**config.mk**
```make
export PLATFORM = sky130hd
export DESIGN_NAME = mathfn_start_initiator_flat
export DESIGN_NICKNAME = d
export VERILOG_FILES = /design/src/rtl/mathfn_start_initiator_if.sv /design/src/rtl/mathfn_start_initiator.sv /design/src/flat_wrapper.sv
export SDC_FILE = /design/constraint.sdc
export NUM_CORES = 1
export LEC_CHECK = 0
export ABC_CLOCK_PERIOD_IN_PS = 4300
export BUFFER_PORTS_ARGS = -buffer_cell sky130_fd_sc_hd__clkbuf_2
export CORE_AREA = 2 2 64 66
export DETAILED_ROUTE_END_ITERATION = 10
export DIE_AREA = 0 0 66 68
export PLACE_DENSITY = 0.75
export SETUP_SLACK_MARGIN = 0.4
export SLEW_MARGIN = 10
export SYNTH_ARGS = -nofsm -noshare
export SYNTH_HDL_FRONTEND = slang
export SYNTH_SLANG_ARGS = --single-unit
```
**constraint.sdc**
```tcl
create_clock -name clk -period 4.3 [get_ports clk]
set_clock_uncertainty 0.05 [all_clocks]
set_input_delay 0.645 -clock clk [delete_from_list [all_inputs] [get_ports clk]]
set_output_delay 0.645 -clock clk [all_outputs]
set_load 0.01 [all_outputs]
```
**src/rtl/mathfn_start_initiator_if.sv**
```systemverilog
// Bundle of signals between the job queue, the start initiator and one
// series-math core (Ln, exp, sin, cos).
//   req_*   : job request (valid/ready), operand and function select
//   core_*  : operand, select and start going to the core; Ready and result
//             coming back from it
//   rsp_*   : result response (valid/ready), captured data and error flag
// Modports:
//   master : the start initiator
//   slave  : the environment (job queue, core and response consumer)
interface mathfn_start_initiator_if #(
  parameter int WIDTH = 16
);
  logic             req_valid;
  logic             req_ready;
  logic [WIDTH-1:0] req_x;
  logic [1:0]       req_sel;
  logic [WIDTH-1:0] core_x;
  logic [1:0]       core_sel;
  logic             core_start;
  logic             core_ready;
  logic [WIDTH-1:0] core_result;
  logic             rsp_valid;
  logic             rsp_ready;
  logic [WIDTH-1:0] rsp_data;
  logic             rsp_err;

  modport master (
    input  req_valid, req_x, req_sel, core_ready, core_result, rsp_ready,
    output req_ready, core_x, core_sel, core_start, rsp_valid, rsp_data, rsp_err
  );

  modport slave (
    output req_valid, req_x, req_sel, core_ready, core_result, rsp_ready,
    input  req_ready, core_x, core_sel, core_start, rsp_valid, rsp_data, rsp_err
  );
endinterface

```
**src/rtl/mathfn_start_initiator.sv**
```systemverilog
// Requester-side controller for the start/Ready handshake of one series-math
// core. Takes one job at a time, pulses core_start for START_W cycles, follows
// the core's Ready fall and rise, captures core_result and offers it on the
// response port.
//
// Ports:
//   clk   : clock, rising edge
//   rst   : synchronous, active-high reset
//   bus   : mathfn_start_initiator_if.master (request, core and response sides)
//
// Optional feature: define MATHFN_INIT_TIMEOUT_EN to add a saturating timeout
// counter. When it reaches TIMEOUT cycles after start release without Ready
// re-rising, the job is answered with rsp_err=1 and rsp_data=0. Without the
// macro the controller waits indefinitely and rsp_err is always 0.
//
// state     | meaning
// ----------+-----------------------------------------------------------
// IDLE      | no job; req_ready follows core_ready
// PULSE     | core_start high, START_W cycles
// WAIT_BUSY | start released, waiting to see Ready low
// BUSY      | core running, waiting for Ready to rise
// RESP      | response offered, waiting for rsp_ready
module mathfn_start_initiator #(
  parameter int WIDTH   = 16,
  parameter int START_W = 2,
  parameter int TIMEOUT = 1023,
  parameter int TO_W    = 10
) (
  input  logic                     clk,
  input  logic                     rst,
  mathfn_start_initiator_if.master bus
);

  if ((START_W < 1) || (START_W > 15)) begin : g_bad_start_w
    $error("START_W must be in 1..15");
  end
  if ((2 ** TO_W) <= TIMEOUT) begin : g_bad_to_w
    $error("TO_W too narrow for TIMEOUT");
  end

  typedef enum logic [2:0] {
    IDLE,
    PULSE,
    WAIT_BUSY,
    BUSY,
    RESP
  } state_t;

  localparam logic [3:0] START_LAST = 4'(START_W - 1);

  state_t           state;
  state_t           state_nxt;
  logic [3:0]       start_cnt;
  logic             busy_seen;
  logic [WIDTH-1:0] core_x_q;
  logic [1:0]       core_sel_q;
  logic [WIDTH-1:0] rsp_data_q;
  logic             rsp_err_q;
  logic             req_ready_c;
  logic             accept;
  logic             capture;
  logic             timed_out;
  logic             to_hit;

`ifdef MATHFN_INIT_TIMEOUT_EN
  localparam logic [TO_W-1:0] TO_MAX  = TO_W'(TIMEOUT);
  localparam logic [TO_W-1:0] TO_LAST = TO_W'(TIMEOUT - 1);

  logic [TO_W-1:0] to_cnt;

  // to_cnt holds the cycles already spent in WAIT_BUSY/BUSY, so the cycle
  // where it equals TIMEOUT-1 is the TIMEOUT-th one; the counter reaches
  // TIMEOUT on the same edge that enters RESP, and rsp_valid appears exactly
  // TIMEOUT cycles after start release.
  always_ff @(posedge clk) begin
    if (rst) begin
      to_cnt <= '0;
    end else if (state == PULSE) begin
      to_cnt <= '0;
    end else if (((state == WAIT_BUSY) || (state == BUSY)) && (to_cnt != TO_MAX)) begin
      to_cnt <= to_cnt + 1'b1;
    end
  end

  assign to_hit = (to_cnt == TO_LAST);
`else
  assign to_hit = 1'b0;
`endif

  // req_ready is held low during the reset cycle itself.
  assign req_ready_c = (state == IDLE) && bus.core_ready && !rst;

  always_ff @(posedge clk) begin
    if (rst) begin
      state <= IDLE;
    end else begin
      state <= state_nxt;
    end
  end

  always_comb begin
    state_nxt = state;
    accept    = 1'b0;
    capture   = 1'b0;
    timed_out = 1'b0;
    case (state)
      IDLE: begin
        if (bus.req_valid && req_ready_c) begin
          accept    = 1'b1;
          state_nxt = PULSE;
        end
      end
      PULSE: begin
        if (start_cnt == 4'd0) begin
          state_nxt = WAIT_BUSY;
        end
      end
      WAIT_BUSY: begin
        // A core that already dropped and re-raised Ready during the pulse has
        // finished; let BUSY capture it instead of timing out.
        if (to_hit && !(busy_seen && bus.core_ready)) begin
          timed_out = 1'b1;
          state_nxt = RESP;
        end else if (busy_seen || !bus.core_ready) begin
          state_nxt = BUSY;
        end
      end
      BUSY: begin
        if (bus.core_ready) begin
          capture   = 1'b1;
          state_nxt = RESP;
        end else if (to_hit) begin
          timed_out = 1'b1;
          state_nxt = RESP;
        end
      end
      RESP: begin
        if (bus.rsp_ready) begin
          state_nxt = IDLE;
        end
      end
      default: state_nxt = IDLE;
    endcase
  end

  always_ff @(posedge clk) begin
    if (rst) begin
      core_x_q   <= '0;
      core_sel_q <= '0;
      rsp_data_q <= '0;
      rsp_err_q  <= 1'b0;
      busy_seen  <= 1'b0;
      start_cnt  <= '0;
    end else begin
      if (accept) begin
        core_x_q   <= bus.req_x;
        core_sel_q <= bus.req_sel;
        busy_seen  <= 1'b0;
        start_cnt  <= START_LAST;
      end
      if (state == PULSE) begin
        if (!bus.core_ready) begin
          busy_seen <= 1'b1;
        end
        if (start_cnt != 4'd0) begin
          start_cnt <= start_cnt - 1'b1;
        end
      end
      if (capture) begin
        rsp_data_q <= bus.core_result;
        rsp_err_q  <= 1'b0;
      end
      if (timed_out) begin
        rsp_data_q <= '0;
        rsp_err_q  <= 1'b1;
      end
    end
  end

  assign bus.req_ready  = req_ready_c;
  assign bus.core_start = (state == PULSE);
  assign bus.core_x     = core_x_q;
  assign bus.core_sel   = core_sel_q;
  assign bus.rsp_valid  = (state == RESP);
  assign bus.rsp_data   = rsp_data_q;
  assign bus.rsp_err    = rsp_err_q;

endmodule

```
**src/flat_wrapper.sv**
```systemverilog
// flat-port wrapper written by rule: the top's interface ports become plain ports
module mathfn_start_initiator_flat 
#(
  parameter int WIDTH   = 16,
  parameter int START_W = 2,
  parameter int TIMEOUT = 1023,
  parameter int TO_W    = 10
)
  (clk, rst, bus_req_valid, bus_req_x, bus_req_sel, bus_core_ready, bus_core_result, bus_rsp_ready, bus_req_ready, bus_core_x, bus_core_sel, bus_core_start, bus_rsp_valid, bus_rsp_data, bus_rsp_err);
  mathfn_start_initiator_if #(.WIDTH(WIDTH)) bus_i ();
  input  logic clk;
  input  logic rst;
  input wire logic [$bits(bus_i.req_valid)-1:0] bus_req_valid;
  input wire logic [$bits(bus_i.req_x)-1:0] bus_req_x;
  input wire logic [$bits(bus_i.req_sel)-1:0] bus_req_sel;
  input wire logic [$bits(bus_i.core_ready)-1:0] bus_core_ready;
  input wire logic [$bits(bus_i.core_result)-1:0] bus_core_result;
  input wire logic [$bits(bus_i.rsp_ready)-1:0] bus_rsp_ready;
  output wire logic [$bits(bus_i.req_ready)-1:0] bus_req_ready;
  output wire logic [$bits(bus_i.core_x)-1:0] bus_core_x;
  output wire logic [$bits(bus_i.core_sel)-1:0] bus_core_sel;
  output wire logic [$bits(bus_i.core_start)-1:0] bus_core_start;
  output wire logic [$bits(bus_i.rsp_valid)-1:0] bus_rsp_valid;
  output wire logic [$bits(bus_i.rsp_data)-1:0] bus_rsp_data;
  output wire logic [$bits(bus_i.rsp_err)-1:0] bus_rsp_err;
  assign bus_i.req_valid = bus_req_valid;
  assign bus_i.req_x = bus_req_x;
  assign bus_i.req_sel = bus_req_sel;
  assign bus_i.core_ready = bus_core_ready;
  assign bus_i.core_result = bus_core_result;
  assign bus_i.rsp_ready = bus_rsp_ready;
  assign bus_req_ready = bus_i.req_ready;
  assign bus_core_x = bus_i.core_x;
  assign bus_core_sel = bus_i.core_sel;
  assign bus_core_start = bus_i.core_start;
  assign bus_rsp_valid = bus_i.rsp_valid;
  assign bus_rsp_data = bus_i.rsp_data;
  assign bus_rsp_err = bus_i.rsp_err;
  mathfn_start_initiator #(.WIDTH(WIDTH), .START_W(START_W), .TIMEOUT(TIMEOUT), .TO_W(TO_W)) u_core (.clk(clk), .rst(rst), .bus(bus_i));
endmodule
```
==> impl_metrics.toml, run 1 <==
[die]
io_pins = 77
die_y_um = 68
die_area_um2 = 4490
die_w_um = 66
row_count = 23
coreArea_um2 = 3860
start_util = 0.431

[global_routing]
grt_overflow = 0
grt_pass1_wl_um = 5930
track_usage = 0.174
grt_pass1_vias = 1354
grt_max_degree = 46
antenna_found_initial = 0

[drt]
via_per_inst = 4.85
drt_pass1_iterations = 4
drc = 0
drt_iter0_drc = 79
ant_nets = 0
top_layer_used = "met4"
drt-total-wl_um = 3670
met2_wirelength_um = 1610
via_count = 1586
wl_per_cell_um = 11.2
wl_met3_um = 341
met1_length_um = 1680

[finish]
regArea_um2 = 841
multi_input_area_um2 = 737
nFillCells = 392
n_antenna_cell = 0
final_common_cell = "clkbuf_2"
drive_gt1_frac = 0.318
fin_nets = 316
fin_cells = 327
synthToLayoutAreaGrowth_pct = 27.9
layout_common_cells = "clkbuf_2, nand2_1, dfxtp_1"

[place]
place_inst = 319
io_buffer_count = 75
gp_congestion = 0.854
dpl.hpwl_um = 2530

[setup_path]
cp_slowest_cell = "clkbuf_2"
path_common_cell = "clkbuf_2"
crit_family = "buffers and inverters"
rrSetupSlack_ns = 2.54
crit_arrival_ns = 1.68
r2r-end = "u_core.start_cnt[2]"
worst-path-stages = 3
reg2regPathDepth = 4
critPathRequiredTime_ns = 3.61
start_kind = "input port"
end_kind = "output port"
critPathBufInv = 2
path_class = "input port to output port"
worstPathCellList = "clkbuf_2 > nor3b_1 > clkbuf_2"
rr_startpoint = "u_core.state[2]"
slowest_delay_ns = 0.47
worst-path-max-fanout = 45

[sta]
fin_crit_ns = 2.38
rsz0062_at_grt = "no"
max_freq_mhz = 420
final_max_slew_viol_count = 0
slew_headroom = 0.425
worstMarginPinSlew_ns = 0.863
hold_violations = 0
finalSetupTns_ns = 0
fin_crit_sh = 0.553
finalSetupViolations = 0

[job]
maxCapViolCount = 0

[synthesis]
synth_area_um2 = 1660
syn_avg_cell_area_um2 = 7.99
synth.net_count = 248
ys_seq_elements = 42
seq_area_frac_synth = 0.506
async_reset_ff_frac = 0
yosysTopAreaCellShare = 0.506
yosysTopAreaCell = "dfxtp_1"
syn_inst = 208
ys.flop_type = "dfxtp_1"
ys_top_cells_by_area = "dfxtp_1, nand2_1, a21oi_1"
yosys_warnings = 0
synth-edff-count = 0
synth_cell_type_count = 32

[run_status]
outcome = "finished clean"

[clock_tree]
path_clk_slew_ns = 0.07
cts_tree = "done"
h-tree-depth = 2
cts_resized = 0
cts_root_buf = "clkbuf_8"
numCtsBuffers = 5
cts_setup_buffers = 0
cts.sink_count = 42
postCtsHoldBufs = 0
cts_buffer_depth = 2
insertion_delay_ns = 0.29

[power]
p_per_area_nw_per_um2 = 346
p_leak_nw = 0.920
ir_drop_uv = 199

[hold_path]
min_path_type = "flip-flop to flip-flop"
hold-path-cell-count = 2
holdPathEnd = "u_core.bus.rsp_data[5]"
hp-start = "u_core.bus.rsp_data[5]"
==> worst max-delay path by stage <==
stage,from,to,slack [ns]
detailed placement,rst,u_core.start_cnt[2],1.67
floorplan,rst,u_core.bus.core_x[10],2.49
global placement,rst,u_core.start_cnt[3],1.69
global route,rst,u_core.start_cnt[1],1.76
CTS,rst,bus_req_ready,1.92
finish,rst,bus_req_ready,1.92
==> registers in the layout (all words and copies together), names as in the netlist <==
register	count
u_core.bus.core_x	16
u_core.bus.rsp_data	16
u_core.start_cnt	4
u_core.state	3
u_core.bus.core_sel	2
u_core.busy_seen	1
==> Yosys cell counts (2+ instances only) <==
| cell type | n |
|---|---|
| nand3b_1 | 2 |
| o221ai_1 | 2 |
| nand3_1 | 5 |
| nor3b_1 | 2 |
| or3_1 | 2 |
| nor2_1 | 3 |
| nor3_1 | 2 |
| nand2_1 | 71 |
| nand2b_1 | 2 |
| dfxtp_1 | 42 |
| or3b_4 | 2 |
| a21oi_1 | 38 |
| a31oi_1 | 3 |
| inv_1 | 3 |
| buf_2 | 7 |
| clkbuf_1 | 6 |
==> layer usage <==
layer  vias to the layer above  global-route usage
met1                       692               0.224
met3                         4              0.0477
met2                        68               0.259
met4                         0               0.112
li1                        822                   -
met5                         -                   0
==> cell families after synthesis <==
| family | Yosys count | share of synthesized area |
|---|---|---|
| compound gates | 46 | 0.151 |
| fa+ha+maj | 1 | 0.00752 |
| buf+inv | 18 | 0.0512 |
| flops | 42 | 0.506 |
| mux | 1 | 0.00602 |
| other cells | 1 | 0.00226 |
| simple gates | 99 | 0.276 |
==> power breakdown <==
group / internal, mW / switching [mW]
combinational: 0.0335 / 0.0402
clock: 0.129 / 0.127
sequential: 0.398 / 0.00775
total: 0.561 / 0.175
==> worst reg2reg max path: cells and delay by family, from the launching register on <==
kind / cells / cell delay (ns)
flip-flops: 1 / 0.41
AO/OA/AOI/OAI: 1 / 0.10
AND/OR/NAND/NOR: 3 / 1.05
==> layout make-up <==
type,count,share of cell area
Multi-Input combinational cell,148,0.346
Clock inverter,1,0.00235
Tap cell,50,0.0294
Sequential cell,42,0.395
Timing Repair Buffer,75,0.176
Clock buffer,7,0.0406
Inverter,4,0.00941
==> through the flow <==
| stage | util | area [um2] | power, mW | setup WS [ns] | hold WS (ns) |
|---|---|---|---|---|---|
| final | 0.552 | 2130 | 0.736 | 1.92 | 0.405 |
| after global routing | 0.552 | 2130 | 0.771 | 1.76 | 0.427 |
| after CTS | 0.552 | 2130 | 0.744 | 1.92 | 0.407 |
| after detailed placement | 0.528 | 2040 | 0.489 | 1.67 | 0.396 |
| after global placement | 0.528 | 2040 | 0.488 | 1.69 | 0.393 |
| after floorplan | - | 1660 | 0.458 | 2.49 | 0.407 |
Power figures use the tool's default switching activity.
==> inputs of run 2 (changes only) <==
Settings changed: ABC_AREA set to 1, ABC_CLOCK_PERIOD_IN_PS 4300 to 2100, CORE_AREA 2 2 64 66 to 2 2 69 71, DIE_AREA 0 0 66 68 to 0 0 71 73, PLACE_DENSITY 0.75 to 0.72.
Clock period 4.3 ns to 2.1 ns, I/O delays scaled along.
==> impl_metrics.toml, run 2 <==
[place]
pre_cts_ws_ns = 0.442
place_inst = 343
place_area_um2 = 2180
gp_congestion = 0.764
dpl.hpwl_um = 2970
io_buffer_count = 75

[synthesis]
ys_seq_elements = 42
synth_common_cells = "nand2_1, dfxtp_1, a21oi_1"
post-synth-top-count-cell = "nand2_1"
muxShareOfSynthArea = 0
seq_area_frac_synth = 0.462
synth-simple-area-share = 0.293
synth_adder_area_share = 0.00688
yosys_warnings = 0
yosysTopAreaCellShare = 0.462
synth_area_um2 = 1820
synth-edff-count = 0
synth.net_count = 265
synthXorXnorAreaFrac = 0.00964
async_reset_ff_frac = 0
synth_top_family_by_area = "simple AND/OR/NAND/NOR gates"
syn_avg_cell_area_um2 = 8.08
synth_cell_type_count = 26
ys.flop_type = "dfxtp_1"
synth_compound_area_frac = 0.131
syn_inst = 225
yosysTopAreaCell = "dfxtp_1"
ys_top_cells_by_area = "dfxtp_1, a21oi_1, nand2_1"

[power]
p_leak_nw = 0.990
p_per_area_nw_per_um2 = 898
ir_drop_uv = 390

[setup_path]
end_kind = "output port"
crit_arrival_ns = 1.28
start_kind = "flip-flop"
reg2regPathDepth = 7
crit_end = "bus_req_ready"
crit_path_start = "u_core.state[2]"
rr_startpoint = "u_core.state[2]"
rrSetupSlack_ns = 0.59
r2r-end = "u_core.bus.core_x[9]"
worst-path-max-fanout = 4
critPathRequiredTime_ns = 1.74
path_class = "flip-flop to output port"

[finish]
n_antenna_cell = 0
synthToLayoutAreaGrowth_pct = 27.2
drive_gt1_frac = 0.374
final_common_cell = "clkbuf_2"
fin_nets = 337
layout_common_cells = "clkbuf_2, nand2_1, dfxtp_1"
final_area_um2 = 2310
fin_cells = 351

[sta]
hold_violations = 0
timing.hold.ws_ns = 0.218
worst_slack_ns = 0.456
finalSetupViolations = 0
max_freq_mhz = 608
fin_crit_sh = 0.783
rsz0062_at_grt = "yes"
final_max_slew_viol_count = 0
fin_crit_ns = 1.64
finalSetupTns_ns = 0

[run_status]
outcome = "finished clean"

[drt]
via_count = 1731
drt-total-wl_um = 4350
drt_pass1_iterations = 4
drt_iter0_drc = 92
drc = 0
wl_per_cell_um = 12.4
ant_nets = 0
via_per_inst = 4.93

[clock_tree]
path_clk_slew_ns = 0.08
insertion_delay_ns = 0.28
cts.sink_count = 42
cts_tree = "done"
cts_root_buf = "clkbuf_8"
postCtsHoldBufs = 0
cts_buffer_depth = 2
h-tree-depth = 2
numCtsBuffers = 5

[global_routing]
grt_pass1_wl_um = 7020
grt_max_degree = 40
grt_pass1_vias = 1576
antenna_found_initial = 0
grt_overflow = 0
track_usage = 0.169

[die]
die_area_um2 = 5180
row_count = 25
io_pins = 77
die_y_um = 73
start_util = 0.401
die_w_um = 71
coreArea_um2 = 4540

[hold_path]
min_path_type = "input port to flip-flop"

[job]
maxCapViolCount = 0
[run 2: cell count changes after synthesis, moves of 3 or more]
cell,delta
nand3_1,+27
nand2_1,-23
nand3_2,+9
inv_1,+8
buf_2,-6
buf_4,+5
nor2_1,+4
a21oi_2,+3
buf_6,+3
nand2_2,+3
o21ai_0,+3
[run 2: kinds of logic (layout without fill, tap and decap cells)]
group | Yosys count | after routing
DFF | 42 | 42
other | 1 | 1
AOI/OAI and AO/OA | 45 | 45
adders and majority gates | 1 | 1
and+or+nand+nor | 105 | 105
buffers and inverters | 29 | 101
xor gates and xnor gates | 2 | 2
[run 2: worst min-delay path by stage]
stage | startpoint | endpoint | cells past startpoint
2_1_floorplan | u_core.start_cnt[1] | u_core.start_cnt[1] | 2
3_5_place_dp | u_core.bus.core_x[15] | u_core.bus.core_x[15] | 2
6_report | bus_req_x[13] | u_core.bus.core_x[13] | 3
3_3_place_gp | u_core.start_cnt[1] | u_core.start_cnt[1] | 2
4_1_cts | bus_req_x[13] | u_core.bus.core_x[13] | 3
5_1_grt | bus_req_x[14] | u_core.bus.core_x[14] | 3
[run 2: area by class of cell]
class | count | area (um2)
Sequential cell | 42 | 842
Inverter | 13 | 48.8
Tap cell | 54 | 67.6
Clock buffer | 6 | 82.6
Fill cell | 446 | 2220
Timing Repair Buffer | 81 | 433
Multi-Input combinational cell | 154 | 808
Clock inverter | 1 | 30.0
[run 2: report_power, final]
group / switching, mW / internal, mW / leakage [nW]
logic: 0.303 / 0.203 / 0.593
clock network: 0.264 / 0.380 / 0.0573
registers: 0.0626 / 0.864 / 0.340
[run 2: what timing repair did]
item                                    in CTS  in global routing
endpoints found under the setup margin       1                 24
buffers inserted                             1                  0
resized for setup                            3                  2
[run 2: critical path, stage by stage (launching register included)]
cell      delay [ns]
dfxtp_1         0.37
inv_2           0.10
nand2_2         0.08
nor3_4          0.19
buf_12          0.14
clkbuf_2        0.12
[run 2: per-stage QoR]
step / utilization / power (mW)
after floorplan: - / 1.31
after global placement: 0.480 / 1.42
after detailed placement: 0.480 / 1.43
after CTS: 0.509 / 2.10
after global routing: 0.510 / 2.21
final: 0.510 / 2.08
[run 2: metal layers]
metal | GRT usage | wire length (um) | vias to the layer above
met2 | 0.270 | 2050 | 40
li1 | - | - | 885
met4 | 0.0755 | 74 | 0
met3 | 0.0345 | 179 | 9
met1 | 0.221 | 2040 | 797
met5 | 0 | 0 | -
